### src/rtl/rom_rr_arbiter.sv
// Round-robin arbiter sharing one single-port synchronous ROM between NPORTS
// requesters. One read is issued per clock. Each read carries a port tag
// through a pipeline matched to the ROM latency, so its data returns to the
// port that asked for it.
module rom_rr_arbiter #(
  parameter int unsigned NPORTS      = 4,
  parameter int unsigned ADDR_WIDTH  = 15,
  parameter int unsigned DATA_WIDTH  = 8,
  parameter int unsigned ROM_LATENCY = 1
) (
  input  logic                         clk,
  input  logic                         reset,
  input  logic [NPORTS-1:0]            REQ,
  input  logic [NPORTS*ADDR_WIDTH-1:0] ADDR,
  output logic [NPORTS*DATA_WIDTH-1:0] DOUT,
  output logic [NPORTS-1:0]            DV,
  output logic [NPORTS-1:0]            GNT,
  output logic                         ROM_CEN,
  output logic [ADDR_WIDTH-1:0]        ROM_ADDR,
  input  logic [DATA_WIDTH-1:0]        ROM_DATA
);

  localparam int unsigned IdW = (NPORTS > 1) ? $clog2(NPORTS) : 1;
  typedef logic [IdW-1:0] id_t;

  // Architectural state
  id_t                         ptr_q;
  logic [NPORTS-1:0]           pending_q, pending_d;
  logic [NPORTS-1:0]           gnt_q, gnt_d;
  logic                        cen_q;
  logic [ADDR_WIDTH-1:0]       rom_addr_q, rom_addr_d;
  logic [NPORTS*DATA_WIDTH-1:0] dout_q, dout_d;
  logic [NPORTS-1:0]           dv_q, dv_d;

  // Tag pipeline; stage 0 is loaded on the grant edge, so stage ROM_LATENCY
  // lines up with ROM_DATA for that read.
  logic [ROM_LATENCY:0]        tag_vld_q;
  id_t                         tag_id_q [0:ROM_LATENCY];

  // Arbitration results
  logic [NPORTS-1:0]           eligible;
  logic                        win_vld;
  id_t                         win_id;
  id_t                         cand;
  id_t                         ptr_nxt;
  logic                        ret_vld;
  id_t                         ret_id;

  assign ret_vld = tag_vld_q[ROM_LATENCY];
  assign ret_id  = tag_id_q[ROM_LATENCY];

  // Pick the first eligible port at or above the pointer, wrapping around.
  // A port returning data this cycle is excluded so it can drop REQ first.
  always_comb begin
    eligible = REQ & ~pending_q & ~dv_q;
    win_vld  = 1'b0;
    win_id   = '0;
    cand     = '0;
    for (int unsigned k = 0; k < NPORTS; k++) begin
      cand = id_t'((32'(ptr_q) + k) % NPORTS);
      if (!win_vld && eligible[cand]) begin
        win_vld = 1'b1;
        win_id  = cand;
      end
    end
    ptr_nxt = (win_id == id_t'(NPORTS - 1)) ? '0 : win_id + 1'b1;
  end

  // Next state for issue and return; a port cannot be granted and returned
  // in the same cycle because a granted port stays pending until its return.
  always_comb begin
    pending_d  = pending_q;
    dout_d     = dout_q;
    dv_d       = '0;
    gnt_d      = '0;
    rom_addr_d = rom_addr_q;
    for (int unsigned i = 0; i < NPORTS; i++) begin
      if (ret_vld && ret_id == id_t'(i)) begin
        pending_d[i]                         = 1'b0;
        dv_d[i]                              = 1'b1;
        dout_d[i*DATA_WIDTH +: DATA_WIDTH]   = ROM_DATA;
      end
      if (win_vld && win_id == id_t'(i)) begin
        pending_d[i] = 1'b1;
        gnt_d[i]     = 1'b1;
        rom_addr_d   = ADDR[i*ADDR_WIDTH +: ADDR_WIDTH];
      end
    end
  end

  // Register all state; reset discards in-flight reads.
  always_ff @(posedge clk) begin
    if (reset) begin
      ptr_q      <= '0;
      pending_q  <= '0;
      gnt_q      <= '0;
      cen_q      <= 1'b0;
      rom_addr_q <= '0;
      dout_q     <= '0;
      dv_q       <= '0;
      tag_vld_q  <= '0;
      for (int unsigned s = 0; s <= ROM_LATENCY; s++) begin
        tag_id_q[s] <= '0;
      end
    end else begin
      if (win_vld) begin
        ptr_q <= ptr_nxt;
      end
      pending_q   <= pending_d;
      gnt_q       <= gnt_d;
      cen_q       <= win_vld;
      rom_addr_q  <= rom_addr_d;
      dout_q      <= dout_d;
      dv_q        <= dv_d;
      tag_vld_q   <= {tag_vld_q[ROM_LATENCY-1:0], win_vld};
      tag_id_q[0] <= win_id;
      for (int unsigned s = 1; s <= ROM_LATENCY; s++) begin
        tag_id_q[s] <= tag_id_q[s-1];
      end
    end
  end

  assign DOUT     = dout_q;
  assign DV       = dv_q;
  assign GNT      = gnt_q;
  assign ROM_CEN  = cen_q;
  assign ROM_ADDR = rom_addr_q;

endmodule

### config.mk
export PLATFORM = sky130hd
export DESIGN_NAME = rom_rr_arbiter
export DESIGN_NICKNAME = d
export VERILOG_FILES = /design/src/rtl/rom_rr_arbiter.sv
export SDC_FILE = /design/constraint.sdc
export NUM_CORES = 1
export LEC_CHECK = 0
export BUFFER_PORTS_ARGS = -buffer_cell sky130_fd_sc_hd__buf_2
export CAP_MARGIN = 10
export CORE_ASPECT_RATIO = 0.8
export CORE_MARGIN = 3
export CORE_UTILIZATION = 29
export CTS_CLUSTER_DIAMETER = 80
export DETAILED_ROUTE_END_ITERATION = 7
export PLACE_DENSITY_LB_ADDON = 0.08
export SKIP_LAST_GASP = 1
export SLEW_MARGIN = 20
export SYNTH_ARGS = -nofsm -noshare
export SYNTH_HDL_FRONTEND = slang
export SYNTH_SLANG_ARGS = --single-unit
### constraint.sdc
create_clock -name clk -period 4.6 [get_ports clk]
set_input_delay 0.46 -clock clk [delete_from_list [all_inputs] [get_ports clk]]
set_output_delay 0.46 -clock clk [all_outputs]
set_load 0.1 [all_outputs]
Word level (Yosys, flattened, before mapping) --
Memory sizes are Yosys's and may differ from the RTL's. Cells that the tools add are included.
Operators by class: order comparisons 4, bitwise logic cells 6, eq/ne operators 6, add/subtract/negate cells 4, mux-type cells 42, reduce and logical (&&, ||, !) cells 21
Operator list (count):
- 15-bit two-way mux | 4
- 1-bit two-way mux | 27
- 2-bit two-way mux | 7
- 2-bit by 3-bit < comparator with 1-bit output, second input constant | 4
- 1-bit logical AND | 11
- 4-bit AND | 2
- 1-bit binary-select mux with 2-bit select | 4
- 2-bit == test, second input constant | 4
- 4-bit inverter | 2
- 2-bit nonzero test | 4
- 2-bit by 1-bit adder with 2-bit output, second input constant | 2
- 2-bit adder, second input constant | 2
- 2-bit by 1-bit == test with 1-bit output, second input constant | 2
- 2-bit zero test | 2
- 4-bit nonzero test | 1
- 1-bit zero test | 3
- 1-bit OR | 2
Storage, ports and cells: bits of input ports 74, word-level logic and storage cells 98, bits in writable memories 4, output and inout port bits 56, register bits after elaboration 64, memories 1
Memory list:
- tag_id_q | depth 2, width 2, rd ports 2, clocked after memory_dff 0, write ports 2, RTL line 38 | id_t tag_id_q [0:ROM_LATENCY];

Longest topological paths before layout --
Gate-level depths: netlist (run 1).
depth in word-level cells 21, depth in mapped cells 12

Worst setup path after synthesis (run 1) --
Ideal clock, no wire load.
kind flip-flop to flip-flop, start point reg dv_q[2], in the netlist DV[2], end point reg rom_addr_q[14], in the netlist ROM_ADDR[14], clock period less this slack 3.123 ns, slack 1.477 ns, stages on the path, launching flop included 12, arrival time 2.994 ns, library setup time 0.128 ns, data required time 4.472 ns, cell sequence dfxtp_1 > nor3b_2 > or4_1 > buf_2 > buf_6 > nand2_1 > ha_1 > clkbuf_1 > nor2b_1 > a221o_1 > o2111ai_1 > o211ai_2
Between the ends: longest elaborated chain between the ends 19
Ends and longest elaborated chain:
- start: declaration | RTL line 33 | logic [NPORTS-1:0] dv_q, dv_d;
- start signal: assignment | RTL line 114 | dv_q <= dv_d;
- 4-bit inverter * | RTL line 55 | eligible = REQ & ~pending_q & ~dv_q;
- 4-bit AND * | RTL line 55
- 1-bit binary-select mux with 2-bit select | RTL line 61 | if (!win_vld && eligible[cand]) begin
- 1-bit two-way mux (implied by the code) | RTL line 61
- 1-bit two-way mux | RTL line 61
- 1-bit zero test | RTL line 61
- 1-bit logical AND | RTL line 61
- 1-bit two-way mux | RTL line 61
- 1-bit zero test | RTL line 61
- 1-bit logical AND | RTL line 61
- 1-bit two-way mux | RTL line 61
- 1-bit zero test | RTL line 61
- 1-bit logical AND | RTL line 61
- 2-bit two-way mux | RTL line 61
- 2-bit by 1-bit == test with 1-bit output | RTL line 83 | if (win_vld && win_id == id_t'(i)) begin
- 1-bit logical AND | RTL line 83
- 15-bit two-way mux (3 in series) | RTL line 83
- end signal: assignment | RTL line 112 | rom_addr_q <= rom_addr_d;
- end: declaration | RTL line 31 | logic [ADDR_WIDTH-1:0] rom_addr_q, rom_addr_d;
Every way passes the cells marked *; elsewhere a longest branch is shown, timed or not. The select of a mux whose other input is x is not followed. A chain may end at the register's enable or synchronous reset.

Final worst setup path (run 1) --
start point reg ptr_q[1], end point reg rom_addr_q[13], in the netlist ROM_ADDR[13]
Between the ends: longest elaborated chain between the ends 17
Ends and longest elaborated chain:
- start: declaration | RTL line 27 | id_t ptr_q;
- start signal: assignment | RTL line 107 | ptr_q <= ptr_nxt;
- branches (longest 11 deep; another with 2-bit by 1-bit adder with 2-bit output)
- 2-bit two-way mux * | RTL line 61
- net win_id[1] | RTL line 43 | id_t win_id;
- 2-bit by 1-bit == test with 1-bit output | RTL line 83
- 1-bit logical AND | RTL line 83
- 15-bit two-way mux (3 in series) | RTL line 83
Mark *: on every way through the listed nets, which the timed path passes. The select of a mux whose other input is x is not followed.

==> summary.txt, run 1 <==
Status - completed
Overall Global Routing Usage - 0.156
Total number of vias - 2737
Fillers - 1018
Crit. End Element - register
YS warnings - 0
Max-cap violation count - 0
Die area - 11300 um^2
Leakage power - 1.90 nW
Final #Nets - 527
DRT antenna net count - 0
Longest Clk Path Bufs - 2
Largest family of logic cells by synthesized area - compound AO/OA/AOI/OAI gates
Largest net degree at the start of global routing - 59
Initial antenna violation count - 0
Max_slew headroom - 0.391
Initial DRC count - 136
# resized after CTS - 0
Worst-path clk slew - 60 ps
Crit Path Max Fanout - 28
CTS sink count - 67
Mux contribution to synthesized area - 0.0784
Most instantiated library cell after synthesis - dfxtp_1
HP Class - input port to register
Layout cells sized above 1 - 0.377
GPL Wtd Cong - 0.734
HPWL Detailed - 6.02 mm
Seq cells post-synth - 67
Unrepaired setup endpoints after global routing - no
Root buffer selected by CTS - clkbuf_16
Post-Synthesis Cell Area - 2920 um^2
N_diodes - 0
Vias per cell - 4.64
Fin. Hold Viols - 0
DR DRC count - 0
Area contributors post-synth - dfxtp_1 (46%), a21oi_1 (6.2%), mux2i_1 (5.1%)
Syn_nets - 409
Postcts setup bufs - 0
Clk_lat worst skew - 330 ps
Cell Pwr Density - 720 nW/um^2
Worst Path Required - 4860 ps
Syn_area_per_cell - 8.82 um^2
Final period util - 0.715
Synth Area in Compound Gates - 0.210
Area Overhead vs Synth - 35.1%
Die Height - 95.8 um
Skew final - 5.20 ps
Setup TNS - 0 ps
Setup Crit Path Kind - register to register
I/O pin cnt - 130
Max Clock Freq - 304 MHz
DIE WIDTH - 118 um
Post-synth cell types - 33
Synthesized-area fraction occupied by and/or/nand/nor cells - 0.182
DRT Pass-1 Iters - 4
Initial Util - 0.300
Least-Margin Pin Slew - 913 ps
Vias in the first global route - 2768
Storage element area - 1340 um^2
Synth Area in XOR/XNOR - 0
Max VDD drop - 0.000234 V
First-pass GRT wire length - 13.9 mm
Worst Setup Start Kind - register
Post-synth top area share - 0.459
Dominant synthesized flop cell - dfxtp_1
Num CTS Buffers - 9
Adder-cell share of the synthesized area - 0.0171
Async set-reset flop share out of synthesis - 0
H-tree Lvls - 3
Hold buffers post-CTS - 0
Fin. max-slew vios - 0
Seq/Total Area, Yosys - 0.459
WL final - 8.58 mm
Routed length per placed instance - 14.5 um
Mapped Cells - 331
Post-synth EDFFs - 0
Rows - 32
Setup violators final - 0
Post-synth top cells - dfxtp_1 (67), nand2_1 (39), nor2_1 (39)
Placeable core area - 9730 um^2
Cell accounting for the most synthesized area - dfxtp_1
Grt ovf - 0
CTS tree - yes
Fin Hold WS - 402 ps
Worst path arrival time - 3550 ps
IO Port Bufs - 129
Area of the multi-input gates - 1430 um^2
Minimum clock period after layout - 3290 ps
logic make-up after synthesis:
logic type / Yosys count
AOI/OAI and AO/OA: 90
and+or+nand+nor: 112
DFF: 67
buffers and inverters: 36
adders and majority gates: 4
muxes: 22
cell type report:
type | count | share of cell area
clock buffer | 11 | 0.0615
clock inverter | 5 | 0.0133
inverter | 12 | 0.0114
multi-input combinational | 228 | 0.363
sequential | 67 | 0.340
tap | 136 | 0.0431
timing repair buffer | 131 | 0.168
cell usage in the layout, fill, tap and decap left out, types with 5 or more instances in the layout:
| cell type | count |
|---|---|
| mux2_2 | 7 |
| nor2_1 | 39 |
| o2111ai_1 | 8 |
| a22oi_1 | 5 |
| clkbuf_16 | 9 |
| a21oi_1 | 36 |
| o21ai_0 | 17 |
| dfxtp_1 | 67 |
| inv_1 | 11 |
| nand2_1 | 39 |
| mux2i_1 | 15 |
| nand3_1 | 9 |
| o211ai_2 | 8 |
| a211oi_1 | 7 |
| nor2b_1 | 5 |
| buf_2 | 128 |
| a221o_1 | 6 |
where the power goes:
| group | switching, mW | internal (mW) | total (mW) | leakage (nW) |
|---|---|---|---|---|
| clock network | 0.247 | 0.431 | 0.678 | 0.145 |
| logic | 1.02 | 0.373 | 1.39 | 1.20 |
| registers | 0.0736 | 0.700 | 0.773 | 0.548 |
| total | 1.34 | 1.50 | 2.84 | 1.90 |
worst max-delay path, cell delays in order, from the launching register on:
cell and delay (ps):
dfxtp_1 430, nor4bb_1 330, nor3_1 80, o32ai_1 580, inv_1 140, ha_1 520, or4_1 880, o211ai_2 240
stage by stage:
step / utilization / std cells / total power [mW] / setup WS (ps) / area (um^2)
5_1_grt: 0.405 / 590 / 3.01 / 1030 / 3950
6_report: 0.405 / 590 / 2.84 / 1310 / 3950
4_1_cts: 0.405 / 590 / 2.87 / 1340 / 3940
3_3_place_gp: 0.375 / 574 / 2.17 / 1200 / 3650
3_5_place_dp: 0.375 / 574 / 2.18 / 1180 / 3650
2_1_floorplan: - / 331 / 1.93 / 1480 / 2920
flip-flops by register name, summed over array words and instances (netlist names):
register,flops
DOUT,32
ROM_ADDR,15
DV,4
GNT,4
pending_q,4
tag_id_q,4
ptr_q,2
tag_vld_q,2
final timing paths:
path,cells past startpoint,slack [ps],to,from
hold / removal,3,400,DOUT[24]$_SDFFE_PP0P_,ROM_DATA[0]
setup reg to reg,7,1310,ROM_ADDR[13]$_SDFFE_PP0P_,ptr_q[1]$_SDFFE_PP0P_
setup / recovery,7,1310,ROM_ADDR[13]$_SDFFE_PP0P_,ptr_q[1]$_SDFFE_PP0P_
hold reg to reg,1,440,tag_id_q[0][3]$_SDFF_PP0_,tag_id_q[0][1]$_SDFF_PP0_
metal layers:
layer | track usage | part of all wire | vias up
met5 | 0 | 0 | -
met4 | 0.0585 | 0.017 | 0
met3 | 0.0635 | 0.076 | 15
met2 | 0.243 | 0.44 | 78
met1 | 0.197 | 0.47 | 1239
li1 | - | - | 1405
(Power assumes the default switching activity.)
==> inputs of run 2 (changes only) <==
--- a/config.mk
+++ b/config.mk
@@ -5,6 +5,7 @@
 export SDC_FILE = /design/constraint.sdc
 export NUM_CORES = 1
 export LEC_CHECK = 0
+export ABC_AREA = 1
 export BUFFER_PORTS_ARGS = -buffer_cell sky130_fd_sc_hd__buf_2
 export CAP_MARGIN = 10
 export CORE_ASPECT_RATIO = 0.8
==> constraint.sdc (replaced) <==
create_clock -name clk -period 3.22 [get_ports clk]
set_input_delay 0.322 -clock clk [delete_from_list [all_inputs] [get_ports clk]]
set_output_delay 0.322 -clock clk [all_outputs]
set_load 0.1 [all_outputs]
==> run 2 against run 1 <==
  * Routed wire length increased by 17%
  * Sequential power increased by 47%
  * Via count increased by 20%
  * Largest cell class unchanged
==> summary.txt, run 2 <==
Status - completed (unchanged)
Placeable core area - 11000 um^2 (was 9730 um^2)
YS warnings - 0 (unchanged)
Overall Global Routing Usage - 0.158 (was 0.156)
Post-synth top area share - 0.405 (was 0.459)
Most frequent cells in the layout - buf_2 (129), nor2_1 (79), nand2_1 (73) (was buf_2 (128), dfxtp_1 (67), nand2_1 (39), nor2_1 (39), a21oi_1 (36))
Initial antenna violation count - 0 (unchanged)
Fillers - 1202 (was 1018)
Vias per cell - 4.45 (was 4.64)
HPWL Detailed - 7.42 mm (was 6.02 mm)
Fin. Hold Viols - 0 (unchanged)
Least-Margin Pin Slew - 606 ps (was 913 ps)
Worst Setup Start Kind - register (unchanged)
Max_slew headroom - 0.595 (was 0.391)
Final #Nets - 664 (was 527)
Layout cells sized above 1 - 0.311 (was 0.377)
First-pass GRT wire length - 15.8 mm (was 13.9 mm)
Setup Crit Path Kind - register to register (unchanged)
Syn_nets - 542 (was 409)
Placed Area - 4030 um^2 (was 3650 um^2)
Mapped Cells - 464 (was 331)
DR DRC count - 0 (unchanged)
Largest net degree at the start of global routing - 44 (was 59)
Dominant synthesized flop cell - dfxtp_1 (unchanged)
Sw frac - 0.544 (was 0.470)
Rows - 34 (was 32)
Worst-path clk slew - 60 ps (about the same)
Post-synth EDFFs - 0 (unchanged)
Hold buffers post-CTS - 0 (unchanged)
IO Port Bufs - 129 (unchanged)
Die Height - 102 um (was 95.8 um)
Cell Pwr Density - 1320 nW/um^2 (was 720 nW/um^2)
Setup TNS - 0 ps (unchanged)
Vias in the first global route - 3099 (was 2768)
DIE WIDTH - 125 um (was 118 um)
CTS tree - yes (unchanged)
Most instantiated library cell after synthesis - nor2_1 (was dfxtp_1)
Area Overhead vs Synth - 31.0% (was 35.1%)
Worst path arrival time - 3000 ps (was 3550 ps)
Post-Synthesis Cell Area - 3310 um^2 (was 2920 um^2)
Postcts setup bufs - 0 (unchanged)
Largest register FFs - 32 (unchanged)
GPL Wtd Cong - 0.836 (was 0.734)
Part of the power in registers - 0.199 (was 0.272)
Clock power frac - 0.180 (was 0.239)
P_sw - 3.12 mW (was 1.34 mW)
Int Power - 2.61 mW (was 1.50 mW)
Skew final - 6.96 ps (was 5.20 ps)
Placed Cells - 719 (was 574)
Worst Path Required - 3440 ps (was 4860 ps)
Total number of vias - 3272 (was 2737)
# resized after CTS - 0 (unchanged)
Initial DRC count - 132 (was 136)
Async set-reset flop share out of synthesis - 0 (unchanged)
CTS sink count - 67 (unchanged)
Final period util - 0.862 (was 0.715)
Cell accounting for the most synthesized area - dfxtp_1 (unchanged)
Root buffer selected by CTS - clkbuf_16 (unchanged)
Die area - 12700 um^2 (was 11300 um^2)
Minimum clock period after layout - 2770 ps (was 3290 ps)
Leakage power - 2.31 nW (was 1.90 nW)
Final instance area - 4340 um^2 (was 3950 um^2)
Syn_area_per_cell - 7.14 um^2 (was 8.82 um^2)
N_diodes - 0 (unchanged)
Crit Path Max Fanout - 17 (was 28)
Area contributors post-synth - dfxtp_1 (41%), nor2_1 (9.0%), nand2_1 (8.3%) (was dfxtp_1 (46%), a21oi_1 (6.2%), mux2i_1 (5.1%))
Routed length per placed instance - 13.7 um (was 14.5 um)
Clk_lat worst skew - 340 ps (was 330 ps)
Seq/Total Area, Yosys - 0.405 (was 0.459)
Seq cells post-synth - 67 (unchanged)
DRT antenna net count - 0 (unchanged)
Unrepaired setup endpoints after global routing - no (unchanged)
Post-synth cell types - 32 (was 33)
Grt ovf - 0 (unchanged)
Setup violators final - 0 (unchanged)
DRT Pass-1 Iters - 4 (unchanged)
I/O pin cnt - 130 (unchanged)
WL final - 10.1 mm (was 8.58 mm)
Power consumption - 5.73 mW (was 2.84 mW)
Post-synth top cells - nor2_1 (79), nand2_1 (73), dfxtp_1 (67) (was dfxtp_1 (67), nand2_1 (39), nor2_1 (39))
Crit. End Element - register (unchanged)
H-tree Lvls - 3 (unchanged)
Num CTS Buffers - 9 (unchanged)
Max-cap violation count - 0 (unchanged)
Longest Clk Path Bufs - 2 (unchanged)
Max Clock Freq - 360 MHz (was 304 MHz)
Fin. max-slew vios - 0 (unchanged)
Finished Core Util - 0.394 (was 0.405)
Max VDD drop - 0.000620 V (was 0.000234 V)
Initial Util - 0.300 (about the same)
Logic pwr share - 0.621 (was 0.489)
Final Non-Filler Cells - 735 (was 590)
Most common cell after layout, fill and taps aside - buf_2 (unchanged)
HP Class - input port to register (unchanged)
==> run 2: layout make-up <==
class | instances | area, um^2 | area share
flip-flops and latches | 67 | 1340 | 0.310
repair buffers | 134 | 683 | 0.158
inverters | 66 | 248 | 0.0571
clock buffers | 10 | 239 | 0.0551
well taps | 144 | 180 | 0.0415
multi-input cells | 308 | 1570 | 0.362
clock inverters | 6 | 72.6 | 0.0167
==> run 2: path summary, 6_finish.rpt <==
path	slack [ps]	endpoint	start	depth (start not counted)
min reg2reg	400	tag_id_q[0][3]$_SDFF_PP0_	tag_id_q[0][1]$_SDFF_PP0_	2
max	450	ROM_ADDR[1]$_SDFFE_PP0P_	ptr_q[0]$_SDFFE_PP0P_	15
min	270	DOUT[30]$_SDFFE_PP0P_	ROM_DATA[6]	3
max reg2reg	450	ROM_ADDR[1]$_SDFFE_PP0P_	ptr_q[0]$_SDFFE_PP0P_	15
==> run 2: kinds of logic (layout without fill, tap and decap cells) <==
logic type / after synthesis / in the layout / share of synthesized area
and+or+nand+nor: 230 / 230 / 0.328
AOI/OAI and AO/OA: 72 / 72 / 0.122
xor gates and xnor gates: 2 / 2 / 0.00983
buffers and inverters: 89 / 216 / 0.120
DFF: 67 / 67 / 0.405
adders and majority gates: 4 / 4 / 0.0151
==> run 2: metrics by stage <==
step	setup slack [ps]	hold WS, ps
after floorplan	21.1	388
after global placement	571	400
after detailed placement	432	397
after CTS	426	258
after global routing	128	289
final	445	270
==> run 2: metal layers <==
| layer | routed length [um] | vias to the layer above | track usage |
|---|---|---|---|
| met2 | 4270 | 80 | 0.238 |
| met4 | 121 | 0 | 0.0475 |
| met1 | 5190 | 1464 | 0.222 |
| met5 | 0 | - | 0 |
| li1 | - | 1718 | - |
| met3 | 501 | 10 | 0.0427 |
==> run 2: power groups by stage <==
| stage | clock network (mW) | logic (mW) | registers [mW] |
|---|---|---|---|
| 2_1_floorplan | 0 | 2.13 | 2.06 |
| 3_3_place_gp | 0 | 3.60 | 1.15 |
| 3_5_place_dp | 0 | 3.60 | 1.16 |
| 4_1_cts | 1.06 | 3.61 | 1.14 |
| 5_1_grt | 1.09 | 3.96 | 1.16 |
| 6_report | 1.03 | 3.56 | 1.14 |
==> run 2: worst max-delay path, stage by stage, from the launching register on <==
cell and delay (ps):
dfxtp_1 570, inv_2 120, nand4_2 100, nand2_1 100
o21ai_2 210, inv_1 60, a21oi_1 150, or2_2 140
nand3_1 140, inv_1 120, ha_1 430, nand2_4 210
nand2_1 130, clkinv_1 60, nand2_1 70, a21oi_2 50
